### config.mk
export PLATFORM = sky130hd
export DESIGN_NAME = rv32i_mmio_bus_flat
export DESIGN_NICKNAME = d
export VERILOG_FILES = /design/src/rtl/rv32i_mmio_bus_if.sv /design/src/rtl/rv32i_mmio_bus.sv /design/src/flat_wrapper.sv
export SDC_FILE = /design/constraint.sdc
export NUM_CORES = 1
export LEC_CHECK = 0
export CORE_MARGIN = 5
export CORE_UTILIZATION = 40
export DETAILED_ROUTE_END_ITERATION = 12
export PLACE_DENSITY = 0.95
export SLEW_MARGIN = 20
export SYNTH_ARGS = -nofsm -noshare
export SYNTH_HDL_FRONTEND = slang
export SYNTH_SLANG_ARGS = --single-unit
### constraint.sdc
create_clock -name clk -period 4.8 [get_ports clk]
set_input_delay 0.96 -clock clk [delete_from_list [all_inputs] [get_ports clk]]
set_output_delay 0.96 -clock clk [all_outputs]
set_load 0.01 [all_outputs]
### src/rtl/rv32i_mmio_bus_if.sv
// Core memory port plus RAM-side signals of the RV32I MMIO bus.
// Latency: none, wires only; the bus module defines the timing.
// Backpressure: none, the core bus has no stall, one access per cycle.
interface rv32i_mmio_bus_if;
  logic [31:0] core_addr;
  logic [31:0] core_wr_data;
  logic        core_wr_ena;
  logic [31:0] core_rd_data;
  logic [31:0] ram_addr;
  logic [31:0] ram_wr_data;
  logic        ram_wr_ena;
  logic [31:0] ram_rd_data;

  // Core/RAM environment side.
  modport master (
    output core_addr, core_wr_data, core_wr_ena, ram_rd_data,
    input  core_rd_data, ram_addr, ram_wr_data, ram_wr_ena
  );

  // Bus decoder side.
  modport slave (
    input  core_addr, core_wr_data, core_wr_ena, ram_rd_data,
    output core_rd_data, ram_addr, ram_wr_data, ram_wr_ena
  );
endinterface

### src/rtl/rv32i_mmio_bus.sv
// RV32I memory-port decoder: RAM passthrough plus LED/button/console-FIFO/timer MMIO.
// Latency: read data 1 cycle after the address for both regions; writes land at the strobe edge.
// Backpressure: none to the core; a console push into a full FIFO is dropped and flagged.
// Optional timer (TIMER_CNT/TIMER_CMP, STATUS.timer_match, timer_irq) built when MMIO_TIMER_EN is defined.
module rv32i_mmio_bus #(
  parameter logic [3:0] MMIO_BASE = 4'hF,
  parameter int         N_LEDS    = 8,
  parameter int         N_BUTTONS = 4,
  parameter int         TX_DEPTH  = 4
) (
  input  logic                 clk,
  input  logic                 rst,
  rv32i_mmio_bus_if.slave      bus,
  output logic [N_LEDS-1:0]    leds,
  input  logic [N_BUTTONS-1:0] buttons,
  output logic [7:0]           tx_data,
  output logic                 tx_valid,
  input  logic                 tx_ready,
  output logic                 timer_irq
);
  localparam int PW = $clog2(TX_DEPTH);
  localparam int CW = $clog2(TX_DEPTH + 1);

  localparam logic [5:0] OFF_LEDS = 6'h00;
  localparam logic [5:0] OFF_BTN  = 6'h01;
  localparam logic [5:0] OFF_TX   = 6'h02;
  localparam logic [5:0] OFF_STAT = 6'h03;
  localparam logic [5:0] OFF_CNT  = 6'h04;
  localparam logic [5:0] OFF_CMP  = 6'h05;

  logic                 mmio_sel, mmio_wr, stat_wr, tx_push, push_ok, pop, full, empty;
  logic [5:0]           offset;
  logic [31:0]          wdata, mmio_rd;
  logic                 timer_match, ovf_set;

  logic [N_LEDS-1:0]    leds_q, leds_d;
  logic [N_BUTTONS-1:0] btn_meta_q, btn_meta_d, btn_sync_q, btn_sync_d;
  logic                 sel_q, sel_d;
  logic [31:0]          rd_q, rd_d;
  logic [7:0]           mem_q [TX_DEPTH];
  logic [7:0]           mem_d [TX_DEPTH];
  logic [PW-1:0]        wptr_q, wptr_d, rptr_q, rptr_d;
  logic [CW-1:0]        count_q, count_d;
  logic                 ovf_q, ovf_d;

  // Address bits outside the decode fields and upper store bits are don't-care.
  logic unused_bits;
  assign unused_bits = ^{bus.core_addr[27:8], bus.core_addr[1:0], bus.core_wr_data};

  assign mmio_sel = (bus.core_addr[31:28] == MMIO_BASE);
  assign offset   = bus.core_addr[7:2];
  assign wdata    = bus.core_wr_data;
  assign mmio_wr  = bus.core_wr_ena & mmio_sel;
  assign stat_wr  = mmio_wr & (offset == OFF_STAT);
  assign tx_push  = mmio_wr & (offset == OFF_TX);

  assign bus.ram_addr    = bus.core_addr;
  assign bus.ram_wr_data = bus.core_wr_data;
  assign bus.ram_wr_ena  = bus.core_wr_ena & ~mmio_sel;

  assign full     = (count_q == CW'(TX_DEPTH));
  assign empty    = (count_q == '0);
  assign pop      = ~empty & tx_ready;
  // A pop in the same cycle frees the slot, so a push into a full FIFO is still accepted.
  assign push_ok  = tx_push & (~full | pop);
  assign ovf_set  = tx_push & full & ~pop;
  assign tx_valid = ~empty;
  assign tx_data  = mem_q[rptr_q];
  assign leds     = leds_q;

`ifdef MMIO_TIMER_EN
  logic [31:0] cnt_q, cnt_d, cmp_q, cmp_d;
  logic        match_q, match_d;

  // Timer: a CNT load beats the increment; the sticky match flag's set beats its W1C clear.
  always_comb begin
    cnt_d   = cnt_q + 32'd1;
    cmp_d   = cmp_q;
    match_d = match_q;
    if (mmio_wr && offset == OFF_CNT) cnt_d = wdata;
    if (mmio_wr && offset == OFF_CMP) cmp_d = wdata;
    if (cnt_q == cmp_q)             match_d = 1'b1;
    else if (stat_wr && wdata[3])   match_d = 1'b0;
  end

  // Timer state registers.
  always_ff @(posedge clk or posedge rst) begin
    if (rst) begin
      cnt_q   <= '0;
      cmp_q   <= '0;
      match_q <= 1'b0;
    end else begin
      cnt_q   <= cnt_d;
      cmp_q   <= cmp_d;
      match_q <= match_d;
    end
  end

  assign timer_match = match_q;
`else
  assign timer_match = 1'b0;
`endif

  assign timer_irq = timer_match;

  // MMIO read value from the current register state, captured at the edge.
  always_comb begin
    mmio_rd = '0;
    case (offset)
      OFF_LEDS: mmio_rd[N_LEDS-1:0]    = leds_q;
      OFF_BTN:  mmio_rd[N_BUTTONS-1:0] = btn_sync_q;
      OFF_STAT: mmio_rd[3:0]           = {timer_match, ovf_q, empty, full};
`ifdef MMIO_TIMER_EN
      OFF_CNT:  mmio_rd                = cnt_q;
      OFF_CMP:  mmio_rd                = cmp_q;
`endif
      default:  mmio_rd                = '0;
    endcase
  end

  // Next state for LEDs, button synchroniser, read pipe, console FIFO and overflow flag.
  always_comb begin
    leds_d     = leds_q;
    btn_meta_d = buttons;
    btn_sync_d = btn_meta_q;
    sel_d      = mmio_sel;
    rd_d       = mmio_rd;
    mem_d      = mem_q;
    wptr_d     = wptr_q;
    rptr_d     = rptr_q;
    count_d    = count_q;
    ovf_d      = ovf_q;
    if (mmio_wr && offset == OFF_LEDS) leds_d = wdata[N_LEDS-1:0];
    if (push_ok) begin
      mem_d[wptr_q] = wdata[7:0];
      wptr_d        = wptr_q + 1'b1;
    end
    if (pop) rptr_d = rptr_q + 1'b1;
    if (push_ok && !pop)      count_d = count_q + 1'b1;
    else if (!push_ok && pop) count_d = count_q - 1'b1;
    if (ovf_set)                ovf_d = 1'b1;
    else if (stat_wr && wdata[2]) ovf_d = 1'b0;
  end

  // State registers; sel_q resets to MMIO with rd_q=0 so core_rd_data reads 0 out of reset.
  always_ff @(posedge clk or posedge rst) begin
    if (rst) begin
      leds_q     <= '0;
      btn_meta_q <= '0;
      btn_sync_q <= '0;
      sel_q      <= 1'b1;
      rd_q       <= '0;
      mem_q      <= '{default: '0};
      wptr_q     <= '0;
      rptr_q     <= '0;
      count_q    <= '0;
      ovf_q      <= 1'b0;
    end else begin
      leds_q     <= leds_d;
      btn_meta_q <= btn_meta_d;
      btn_sync_q <= btn_sync_d;
      sel_q      <= sel_d;
      rd_q       <= rd_d;
      mem_q      <= mem_d;
      wptr_q     <= wptr_d;
      rptr_q     <= rptr_d;
      count_q    <= count_d;
      ovf_q      <= ovf_d;
    end
  end

  assign bus.core_rd_data = sel_q ? rd_q : bus.ram_rd_data;
endmodule

### src/flat_wrapper.sv
// flat-port wrapper written by rule: the top's interface ports become plain ports
module rv32i_mmio_bus_flat 
#(
  parameter logic [3:0] MMIO_BASE = 4'hF,
  parameter int         N_LEDS    = 8,
  parameter int         N_BUTTONS = 4,
  parameter int         TX_DEPTH  = 4
)
  (clk, rst, leds, buttons, tx_data, tx_valid, tx_ready, timer_irq, bus_core_addr, bus_core_wr_data, bus_core_wr_ena, bus_ram_rd_data, bus_core_rd_data, bus_ram_addr, bus_ram_wr_data, bus_ram_wr_ena);
  rv32i_mmio_bus_if bus_i ();
  input  logic clk;
  input  logic rst;
  output logic [N_LEDS-1:0] leds;
  input  logic [N_BUTTONS-1:0] buttons;
  output logic [7:0] tx_data;
  output logic tx_valid;
  input  logic tx_ready;
  output logic timer_irq;
  input wire logic [$bits(bus_i.core_addr)-1:0] bus_core_addr;
  input wire logic [$bits(bus_i.core_wr_data)-1:0] bus_core_wr_data;
  input wire logic [$bits(bus_i.core_wr_ena)-1:0] bus_core_wr_ena;
  input wire logic [$bits(bus_i.ram_rd_data)-1:0] bus_ram_rd_data;
  output wire logic [$bits(bus_i.core_rd_data)-1:0] bus_core_rd_data;
  output wire logic [$bits(bus_i.ram_addr)-1:0] bus_ram_addr;
  output wire logic [$bits(bus_i.ram_wr_data)-1:0] bus_ram_wr_data;
  output wire logic [$bits(bus_i.ram_wr_ena)-1:0] bus_ram_wr_ena;
  assign bus_i.core_addr = bus_core_addr;
  assign bus_i.core_wr_data = bus_core_wr_data;
  assign bus_i.core_wr_ena = bus_core_wr_ena;
  assign bus_i.ram_rd_data = bus_ram_rd_data;
  assign bus_core_rd_data = bus_i.core_rd_data;
  assign bus_ram_addr = bus_i.ram_addr;
  assign bus_ram_wr_data = bus_i.ram_wr_data;
  assign bus_ram_wr_ena = bus_i.ram_wr_ena;
  rv32i_mmio_bus #(.MMIO_BASE(MMIO_BASE), .N_LEDS(N_LEDS), .N_BUTTONS(N_BUTTONS), .TX_DEPTH(TX_DEPTH)) u_core (.clk(clk), .rst(rst), .bus(bus_i), .leds(leds), .buttons(buttons), .tx_data(tx_data), .tx_valid(tx_valid), .tx_ready(tx_ready), .timer_irq(timer_irq));
endmodule
==> results of run 1 <==
kinds of logic (layout without fill, tap and decap cells):
kind of cell    count (synthesis)  in the layout  share of synthesized area [%]
xor+xnor                        6              6                           1.48
other cells                     1              1                          0.106
flops                          65             65                           45.9
buf+inv                        84            153                           16.0
compound gates                  8              8                           1.48
mux                            59             59                           22.6
simple gates                   55             55                           10.2
fa+ha+maj                       6              6                           2.33
power groups by stage:
stage	combinational [mW]	sequential, mW	clock, mW
finish	0.259	0.647	0.473
global route	0.279	0.656	0.503
CTS	0.263	0.648	0.480
detailed placement	0.262	0.659	0
global placement	0.252	0.654	0
floorplan	0.213	0.606	0
critical path: stages:
cell and delay (ns):
clkdlybuf4s50_1 0.44, nand4_1 0.22, inv_1 0.10, nor2_1 0.10, clkdlybuf4s50_1 0.56
worst paths after layout:
| check | startpoint | endpoint |
|---|---|---|
| setup / recovery | bus_core_addr[28] | bus_ram_wr_ena |
| hold / removal | u_core.btn_meta_q[2] | u_core.btn_sync_q[2] |
| setup reg to reg | u_core.count_q[0] | u_core.count_q[1] |
| hold reg to reg | u_core.btn_meta_q[2] | u_core.btn_sync_q[2] |
| max in group asynchronous | rst | u_core.count_q[2] |
| min in group asynchronous | rst | u_core.rd_q[0] |
cell usage after synthesis (2+ instances only):
master / instances / area [sq um]
xnor2_1: 4 / 35.0
xor2_1: 2 / 17.5
ha_1: 5 / 62.6
buf_4: 65 / 488
a21oi_1: 2 / 10.0
nand2_4: 4 / 45.0
dfrtp_1: 64 / 1600
mux2i_1: 2 / 20.0
clkbuf_1: 6 / 22.5
nor2b_1: 24 / 150
nor2_1: 7 / 26.3
nor3_1: 2 / 10.0
mux4_2: 8 / 180
o21ai_0: 2 / 10.0
nand2_1: 4 / 15.0
a22oi_1: 2 / 15.0
inv_1: 10 / 37.5
mux2_2: 35 / 394
mux2_4: 13 / 195
and2_1: 4 / 25.0
metal layers:
metal / global-route usage [%] / vias up / share of wire (%)
met1: 18.9 / 1122 / 38
met4: 8.70 / 0 / 4.3
met3: 5.40 / 38 / 6.6
met2: 28.6 / 113 / 52
li1: - / 1012 / -
met5: 0 / - / 0
cells in the final DEF, fill, tap and decap left out, types with 2 or more instances in the layout:
cell type,n
and2_1,4
a21oi_1,2
nor2_1,7
xor2_1,2
mux2i_1,2
mux2_4,13
mux4_2,8
inv_1,9
nand2_4,4
nor3_1,2
a22oi_1,2
nand2_1,4
dfrtp_1,64
o21ai_0,2
clkdlybuf4s50_1,125
clkbuf_8,11
ha_1,5
mux2_2,35
nor2b_1,24
buf_4,2
xnor2_1,4
registers in the layout (all words and copies together), names as in the netlist:
| signal | count |
|---|---|
| u_core.rd_q | 8 |
| u_core.btn_sync_q | 4 |
| u_core.wptr_q | 2 |
| u_core.rptr_q | 2 |
| u_core.ovf_q | 1 |
| u_core.count_q | 3 |
| u_core.btn_meta_q | 4 |
| u_core.leds | 8 |
| u_core.sel_q | 1 |
| u_core.mem_q | 32 |
per-stage QoR:
step	utilization, %	instance area [sq um]	setup slack, ns
after floorplan	-	3550	1.37
after global placement	50.9	4420	1.23
after detailed placement	50.9	4420	1.13
after CTS	53.3	4630	1.47
after global routing	53.3	4630	1.39
final	53.3	4630	1.46
cell type report:
type / instances / area, sq um
clock buffers: 12 / 155
clock inverters: 4 / 51.3
inverters: 10 / 37.5
well taps: 108 / 135
fillers: 725 / 4050
flip-flops and latches: 65 / 1630
multi-input cells: 135 / 1350
repair buffers: 127 / 1270
==> summary.md, run 1 <==
| Metric | Value |
|---|---|
| Root buffer cell | `clkbuf_8` |
| Die H | `104 um` |
| Die outline width | `104 um` |
| Setup TNS | `0 ns` |
| Grt ovf | `0` |
| IO buf count | `125` |
| Clk sink count | `65` |
| Final Setup Violations | `0` |
| Setup Buffers After CTS | `0` |
| Syn_area_per_cell | `12.5 sq um` |
| First-pass GRT wire length | `14.4 mm` |
| Slew HR | `50.1%` |
| Post_cts resized | `0` |
| Sequential share of the synthesized area | `roughly 46%` |
| CP Max Fanout | `3` |
| Yosys reg bits | `65` |
| Slew Limit Fails | `0` |
| Post-layout instance count excluding filler cells | `461` |
| Clock power share | `34.3%` |
| Min-Delay Path Depth | `0` |
| Slew @ Worst Pin | `between 0.7 and 0.8 ns` |
| Core area | `between 0.008 and 0.009 sq mm` |
| Synth cell types | `39` |
| Clk_skew | `0.00885 ns` |
| VDD IR-drop max | `0.240 mV` |
| Final Hold Fails | `0` |
| Crit path kind | `input port to output port` |
| Critical path launch point type | `input port` |
| Routed WL | `roughly 9.2 mm` |
| Pin count of the biggest net entering global routing | `40` |
| Setup slack, reg-to-reg | `~2.3 ns` |
| WL/cell | `between 15 and 20 um` |
| Switch share | `26.8%` |
| # IOs | `219` |
| Internal Pwr Total | `1.01 mW` |
| Area growth from synthesis to layout | `30.4%` |
| Seq pwr share | `between 40% and 50%` |
| Vias in the first global route | `2587` |
| Synthesized instance count | `284` |
| Deepest clock path buffer count | `2` |
| CTS tree | `yes` |
| Iter 0 DRT Violations | `94` |
| Leak | `2.14 nW` |
| Clk_lat worst skew | `roughly 0.34 ns` |
| Status | `finished, final reports clean` |
| H-tree depth | `3` |
| Cell Pwr Density | `298 mW/mm^2` |
| Final HPWL DP | `7.10 mm` |
| RSZ-0062 raised after global routing | `no` |
| Min Hold Slack | `0.352 ns` |
| Share of layout cells above drive strength 1 | `23.2%` |
| DRC | `0` |
| Synth Warn # | `0` |
| Initial antenna violation count | `0` |
| Post-Syn Area | `0.00355 sq mm` |
| Top_reg_cell synth | `dfrtp_1` |
| Syn Nets | `between 300 and 400` |
| Total GRT Usage | `16.9%` |
| Num CTS Buffers | `9` |
| Asr flop ratio synth | `100%` |
| HP Class | `register to register` |
| WP data arrival | `2.38 ns` |
| Data required time of the worst path | `3.84 ns` |
| FP Rows | `34` |
| Via count | `2285` |
| EDFF count, synth | `0` |
| Total power | `1.38 mW` |
| Final GP Congestion | `0.886` |
| Period Utilization, post-route | `69.6%` |
| Worst reg-to-reg path cell count | `7` |
| Post-CTS Hold Buffers | `0` |
| Clk slew on worst S/H paths | `about 0.070 ns` |
| Antenna diode count | `0` |
| Max Cap Violations | `0` |
| P_sw | `0.369 mW` |
| Placed cells | `445` |
| Final net count | `about 460` |
| Max Fclk | `about 300 MHz` |
| Initial Utilization | `40.9%` |
| Min cycle time layout | `3.34 ns` |
| Post-route ant nets | `0` |
| DR pass1 iterations | `4` |
| Vias/cell | `4.96` |
| Crit end category | `output port` |
| Die ar. | `around 0.011 sq mm` |
| Combinational Power Share | `18.8%` |
(Power assumes the default switching activity.)
==> inputs of run 2 (changes only) <==
- CORE_UTILIZATION: 40 -> 34
- PLACE_DENSITY: 0.95 -> 0.89
- clock period: 4.8 -> 3.01 ns (I/O delays scaled with it)
==> summary.md, run 2 (synthesized netlist as in run 1, its figures left out) <==
| Metric | Value |
|---|---|
| Final HPWL DP | `6.97 mm (-1.8%)` |
| Antenna diode count | `0 (unchanged)` |
| # IOs | `219 (unchanged)` |
| Final net count | `465 (+1.5%)` |
| Final Hold Fails | `0 (unchanged)` |
| Combinational Power Share | `19.0% (+0.2 points)` |
| First-pass GRT wire length | `13.8 mm (-4.4%)` |
| Core area | `0.0102 sq mm (+18%)` |
| Commonest non-fill, non-tap cell in the layout | `clkdlybuf4s50_1` |
| Initial Utilization | `34.7% (-6.2 points)` |
| Hold path start | `u_core.btn_meta_q[3]` |
| Die ar. | `0.0126 sq mm (+16%)` |
| Crit path kind | `register to output port` |
| Max Fclk | `358 MHz` |
| Routed WL | `8.88 mm (-3.1%)` |
| Post-CTS Hold Buffers | `0 (unchanged)` |
| Crit end category | `output port` |
| RSZ-0062 raised after global routing | `no` |
| Area growth from synthesis to layout | `33.3%` |
| WP data arrival | `2.19 ns (-0.19 ns)` |
| FP Rows | `37 (+8.8%)` |
| Data required time of the worst path | `2.41 ns (-1.43 ns)` |
| Hold endpoint | `u_core.btn_sync_q[3]` |
| Root buffer cell | `clkbuf_8` |
| Internal Pwr Total | `1.71 mW (+69%)` |
| Num CTS Buffers | `9 (unchanged)` |
| Post-route ant nets | `0 (unchanged)` |
| Final Setup Violations | `0 (unchanged)` |
| CP Max Fanout | `32 (+29)` |
| Min-Delay Path Depth | `0 (unchanged)` |
| Slew @ Worst Pin | `0.606 ns (-0.132 ns)` |
| Setup Buffers After CTS | `0 (unchanged)` |
| Critical path launch point type | `register` |
| Post-layout instance count excluding filler cells | `496 (+7.6%)` |
| Die outline width | `112 um (+7.7%)` |
| Die H | `112 um (+7.7%)` |
| Clk_lat worst skew | `0.34 ns (about the same)` |
| Clock power share | `36.0% (+1.7 points)` |
| Worst reg-to-reg path cell count | `8 (+1)` |
| HP Class | `register to register` |
| Slew Limit Fails | `0 (unchanged)` |
| Cell Pwr Density | `483 mW/mm^2 (+62%)` |
| IO buf count | `125 (unchanged)` |
| Crit path launch | `u_core.sel_q` |
| Period Utilization, post-route | `92.8%` |
| WL/cell | `17.9 um (-10%)` |
| Final GP Congestion | `0.889 (+0.29%)` |
| DRC | `0 (unchanged)` |
| Max Cap Violations | `0 (unchanged)` |
| Share of layout cells above drive strength 1 | `24.2% (+0.94 points)` |
| CTS tree | `yes` |
| Vias in the first global route | `2525 (-2.4%)` |
| DR pass1 iterations | `4 (unchanged)` |
| Min cycle time layout | `2.79 ns` |
| Commonest cells after routing, fill and taps aside | `125 x clkdlybuf4s50_1, 64 x dfrtp_1, 35 x mux2_2` |
| Vias/cell | `4.61 (-6.9%)` |
| P_sw | `0.576 mW (+56%)` |
| Pin count of the biggest net entering global routing | `33 (-18%)` |
| Final Util | `46.2% (-7.1 points)` |
| Clk sink count | `65 (unchanged)` |
| Total GRT Usage | `13.9% (-2.9 points)` |
| Slew HR | `59.6% (+9.5 points)` |
| Post_cts resized | `0 (unchanged)` |
| Setup TNS | `0 ns (unchanged)` |
| Clk slew on worst S/H paths | `0.07 ns (about the same)` |
| H-tree depth | `3 (unchanged)` |
| Most flop-heavy register | `u_core.mem_q` |
| Seq pwr share | `45.0% (-1.9 points)` |
| Leak | `2.18 nW (+2.0%)` |
| Switch share | `25.2% (-1.6 points)` |
| VDD IR-drop max | `0.460 mV (+92%)` |
| Grt ovf | `0 (unchanged)` |
| Placed cells | `480 (+7.9%)` |
| Clk_skew | `0.00810 ns (-0.000750 ns)` |
| Crit Reg-Reg Endpoint | `u_core.count_q[2]` |
| Max reg flops | `32 (unchanged)` |
| Setup slack, reg-to-reg | `0.81 ns (-1.45 ns)` |
| Deepest clock path buffer count | `2 (unchanged)` |
| Min Hold Slack | `0.347 ns (-0.00528 ns)` |
| Via count | `2289 (+0.18%)` |
| FF-to-FF Start | `u_core.count_q[0]` |
| Iter 0 DRT Violations | `96 (+2.1%)` |
| Initial antenna violation count | `0 (unchanged)` |
| Total power | `2.29 mW (+66%)` |
| Status | `finished, final reports clean` |
run 2: changes by cell type in the layout (fill, tap and decap cells not counted):
cell / before / now
buf_4: 2 / 9
clkbuf_1: 1 / 3
bufinv_16: 1 / 2
clkinv_2: 1 / 0
clkinv_4: 1 / 0
clkinvlp_4: 1 / 0
run 2: routing by layer:
metal	routed length [um]	GRT usage, %
met5	0	0
met4	284	7.21
met3	600	4.10
met1	3300	15.8
met2	4700	23.8
run 2: worst max-delay path by stage:
stage | to | slack (ns)
after floorplan | u_core.count_q[2] | 0.06
after global placement | u_core.count_q[2] | 0.14
after detailed placement | u_core.count_q[2] | 0.03
after CTS | bus_core_rd_data[6] | 0.16
after global routing | bus_core_rd_data[6] | 0.11
final | bus_core_rd_data[6] | 0.22
run 2: cell type report:
class / count / area [sq um]
multi-input combinational: 135 / 1350
timing repair buffer: 134 / 1320
tap: 136 / 170
fill: 881 / 5500
inverter: 10 / 37.5
sequential: 65 / 1630
clock buffer: 14 / 163
clock inverter: 2 / 60.1
run 2: worst max-delay path, stage by stage (launching register included):
cell             delay (ns)
dfstp_2                0.93
mux2_2                 0.40
clkdlybuf4s50_1        0.51
run 2: per-stage QoR:
stage	worst slack (ns)	cell area, sq um
floorplan	0.0554	3550
global placement	0.143	4510
detailed placement	0.0345	4510
CTS	0.158	4730
global route	0.108	4730
finish	0.216	4730
run 2: power by group through the flow:
stage                     logic (mW)  clock network (mW)  registers, mW
final                          0.434               0.824           1.03
after floorplan                0.340                   0          0.967
after CTS                      0.440               0.841           1.03
after global placement         0.424                   0           1.04
after global routing           0.467               0.879           1.04
after detailed placement       0.437                   0           1.04
==> inputs of run 3 (changes only) <==
- TNS_END_PERCENT: not set -> 1
- clock period: 3.01 -> 2.4 ns (I/O delays scaled with it)
==> summary.md, run 3 (synthesized netlist as in run 1, its figures left out) <==
| Metric | Value |
|---|---|
| Post-route ant nets | `0 (unchanged)` |
| Clk_lat worst skew | `0.33 ns (about the same)` |
| Slew Limit Fails | `0 (unchanged)` |
| HP Class | `register to register` |
| Final net count | `482 (+3.7%)` |
| Hold path start | `u_core.btn_meta_q[1]` |
| Initial Utilization | `34.7% (unchanged)` |
| IO buf count | `125 (unchanged)` |
| Commonest cells after routing, fill and taps aside | `108 x clkdlybuf4s50_1, 64 x dfrtp_1, 35 x mux2_2` |
| Setup TNS | `0 ns (unchanged)` |
| H-tree depth | `3 (unchanged)` |
| RSZ-0062 raised after global routing | `yes` |
| Worst reg-to-reg path cell count | `8 (unchanged)` |
| FP Rows | `37 (unchanged)` |
| Max reg flops | `32 (unchanged)` |
| Period Utilization, post-route | `between 90 and 100%` |
| Post-CTS Hold Buffers | `0 (unchanged)` |
| Iter 0 DRT Violations | `101 (+5.2%)` |
| Slowest stage delay, CP | `0.45 ns (-0.48 ns)` |
| FF-to-FF Start | `u_core.count_q[0]` |
| Hold endpoint | `u_core.btn_sync_q[1]` |
| Root buffer cell | `clkbuf_8` |
| Min-Delay Path Depth | `0 (unchanged)` |
| Final HPWL DP | `6.99 mm (+0.37%)` |
| CP Max Fanout | `2 (-94%)` |
| Vias/cell | `4.52 (-2.2%)` |
| Fillers | `862 (-2.2%)` |
| Total GRT Usage | `13.8% (-0.10 points)` |
| Core area | `0.0102 sq mm (unchanged)` |
| Pin count of the biggest net entering global routing | `66 (+100%)` |
| CTS tree | `yes` |
| Die outline width | `112 um (unchanged)` |
| Deepest clock path buffer count | `2 (unchanged)` |
| First-pass GRT wire length | `13.9 mm (+0.80%)` |
| Grt ovf | `0 (unchanged)` |
| Cell Pwr Density | `543 mW/mm^2 (+12%)` |
| Clk sink count | `65 (unchanged)` |
| Critical path launch point type | `input port` |
| Commonest non-fill, non-tap cell in the layout | `clkdlybuf4s50_1` |
| # IOs | `219 (unchanged)` |
| Initial antenna violation count | `0 (unchanged)` |
| DR pass1 iterations | `4 (unchanged)` |
| Status | `finished, final reports clean` |
| Crit-path cells | `clkdlybuf4s50_1 > or4_4 > nor4_4 > ha_2 > inv_1 > fa_2 > xor2_1 > nor2_1 > xor2_1` |
| Vias in the first global route | `2598 (+2.9%)` |
| Via count | `2312 (+1.0%)` |
| Final GP Congestion | `0.869 (-2.3%)` |
| Min cycle time layout | `2.38 ns` |
| Routed WL | `8.76 mm (-1.4%)` |
| VDD IR-drop max | `0.447 mV (-2.9%)` |
| Share of layout cells above drive strength 1 | `28.5% (+4.3 points)` |
| Max Cap Violations | `0 (unchanged)` |
| DRC | `0 (unchanged)` |
| Antenna diode count | `0 (unchanged)` |
| Final Hold Fails | `0 (unchanged)` |
| Crit path kind | `input port to register` |
| Min Hold Slack | `0.347 ns (+0.000231 ns)` |
| Setup slack, reg-to-reg | `0.32 ns (-0.49 ns)` |
| WP data arrival | `2.63 ns (+0.44 ns)` |
| Data required time of the worst path | `2.65 ns (+0.24 ns)` |
| Max Fclk | `around 420 MHz` |
| Area growth from synthesis to layout | `36.4%` |
| Crit Reg-Reg Endpoint | `u_core.count_q[2]` |
| Final Util | `47.3% (+1.1 points)` |
| Crit end category | `register` |
| Leak | `2.43 nW (+11%)` |
| Critical Path Most Common Cell | `xor2_1` |
| Clk slew on worst S/H paths | `0.06 ns (about the same)` |
| Clk_skew | `0.00779 ns (-0.000309 ns)` |
| Die ar. | `0.0126 sq mm (unchanged)` |
| Final Setup Violations | `0 (unchanged)` |
| Most flop-heavy register | `u_core.mem_q` |
| Slowest-stage cell, CP | `or4_4` |
| Die H | `112 um (unchanged)` |
| Num CTS Buffers | `9 (unchanged)` |
| WL/cell | `17.1 um (-4.5%)` |
==> run 3: changes by cell type in the layout (fill, tap and decap cells not counted), moves of 2 or more <==
cell             change
buf_4               +15
bufinv_16            -2
clkbuf_1             -2
clkdlybuf4s50_1     -17
clkinv_2             +4
dlygate4sd2_1        +6
dlymetal6s2s_1      +11
==> run 3: what timing repair did <==
action                                  CTS  global route
pin swaps                                 5             0
endpoints found under the setup margin   30            18
gates resized for setup                   9            12
cloned                                    0             0
setup buffers                             1             0
==> run 3: worst max-delay path by stage <==
stage / startpoint / endpoint / cells past startpoint
2_1_floorplan: bus_core_addr[5] / u_core.count_q[2] / 9
3_3_place_gp: bus_core_addr[5] / u_core.count_q[2] / 9
3_5_place_dp: bus_core_addr[5] / u_core.count_q[2] / 9
4_1_cts: u_core.sel_q / bus_core_rd_data[18] / 3
5_1_grt: bus_core_addr[5] / u_core.count_q[2] / 9
6_report: bus_core_addr[5] / u_core.count_q[2] / 9
==> run 3: layer usage <==
| metal | wire length [um] | GRT usage, % |
|---|---|---|
| met5 | 0 | 0 |
| met4 | 304 | 6.33 |
| met3 | 556 | 3.77 |
| met2 | 4480 | 23.7 |
| met1 | 3420 | 16.2 |
==> run 3: cell type report <==
class,count,area (sq um),area share [%]
inverters,10,37.5,0.775
multi-input cells,135,1360,28.0
well taps,136,170,3.52
repair buffers,151,1480,30.6
flip-flops and latches,65,1630,33.7
clock inverters,4,20.0,0.414
clock buffers,11,141,2.92
==> run 3: critical path, delay by kind of cell <==
family / cells / cell delay (ns)
xor+xnor: 2 / 0.29
fa+ha+maj: 2 / 0.55
buf+inv: 2 / 0.48
simple gates: 3 / 0.82
==> run 3: power breakdown <==
| group | internal, mW | switching [mW] | total (mW) |
|---|---|---|---|
| clock | 0.390 | 0.372 | 0.762 |
| combinational | 0.378 | 0.242 | 0.620 |
| sequential | 1.15 | 0.0910 | 1.25 |
==> run 3: through the flow <==
stage	instances	power (mW)	cell area [sq um]	setup slack (ns)
after floorplan	284	1.64	3550	-0.433
after global placement	496	1.88	4640	-0.317
after detailed placement	496	1.89	4640	-0.403
after CTS	512	2.66	4810	0.00920
after global routing	512	2.76	4840	-0.0319
final	512	2.63	4840	0.0223
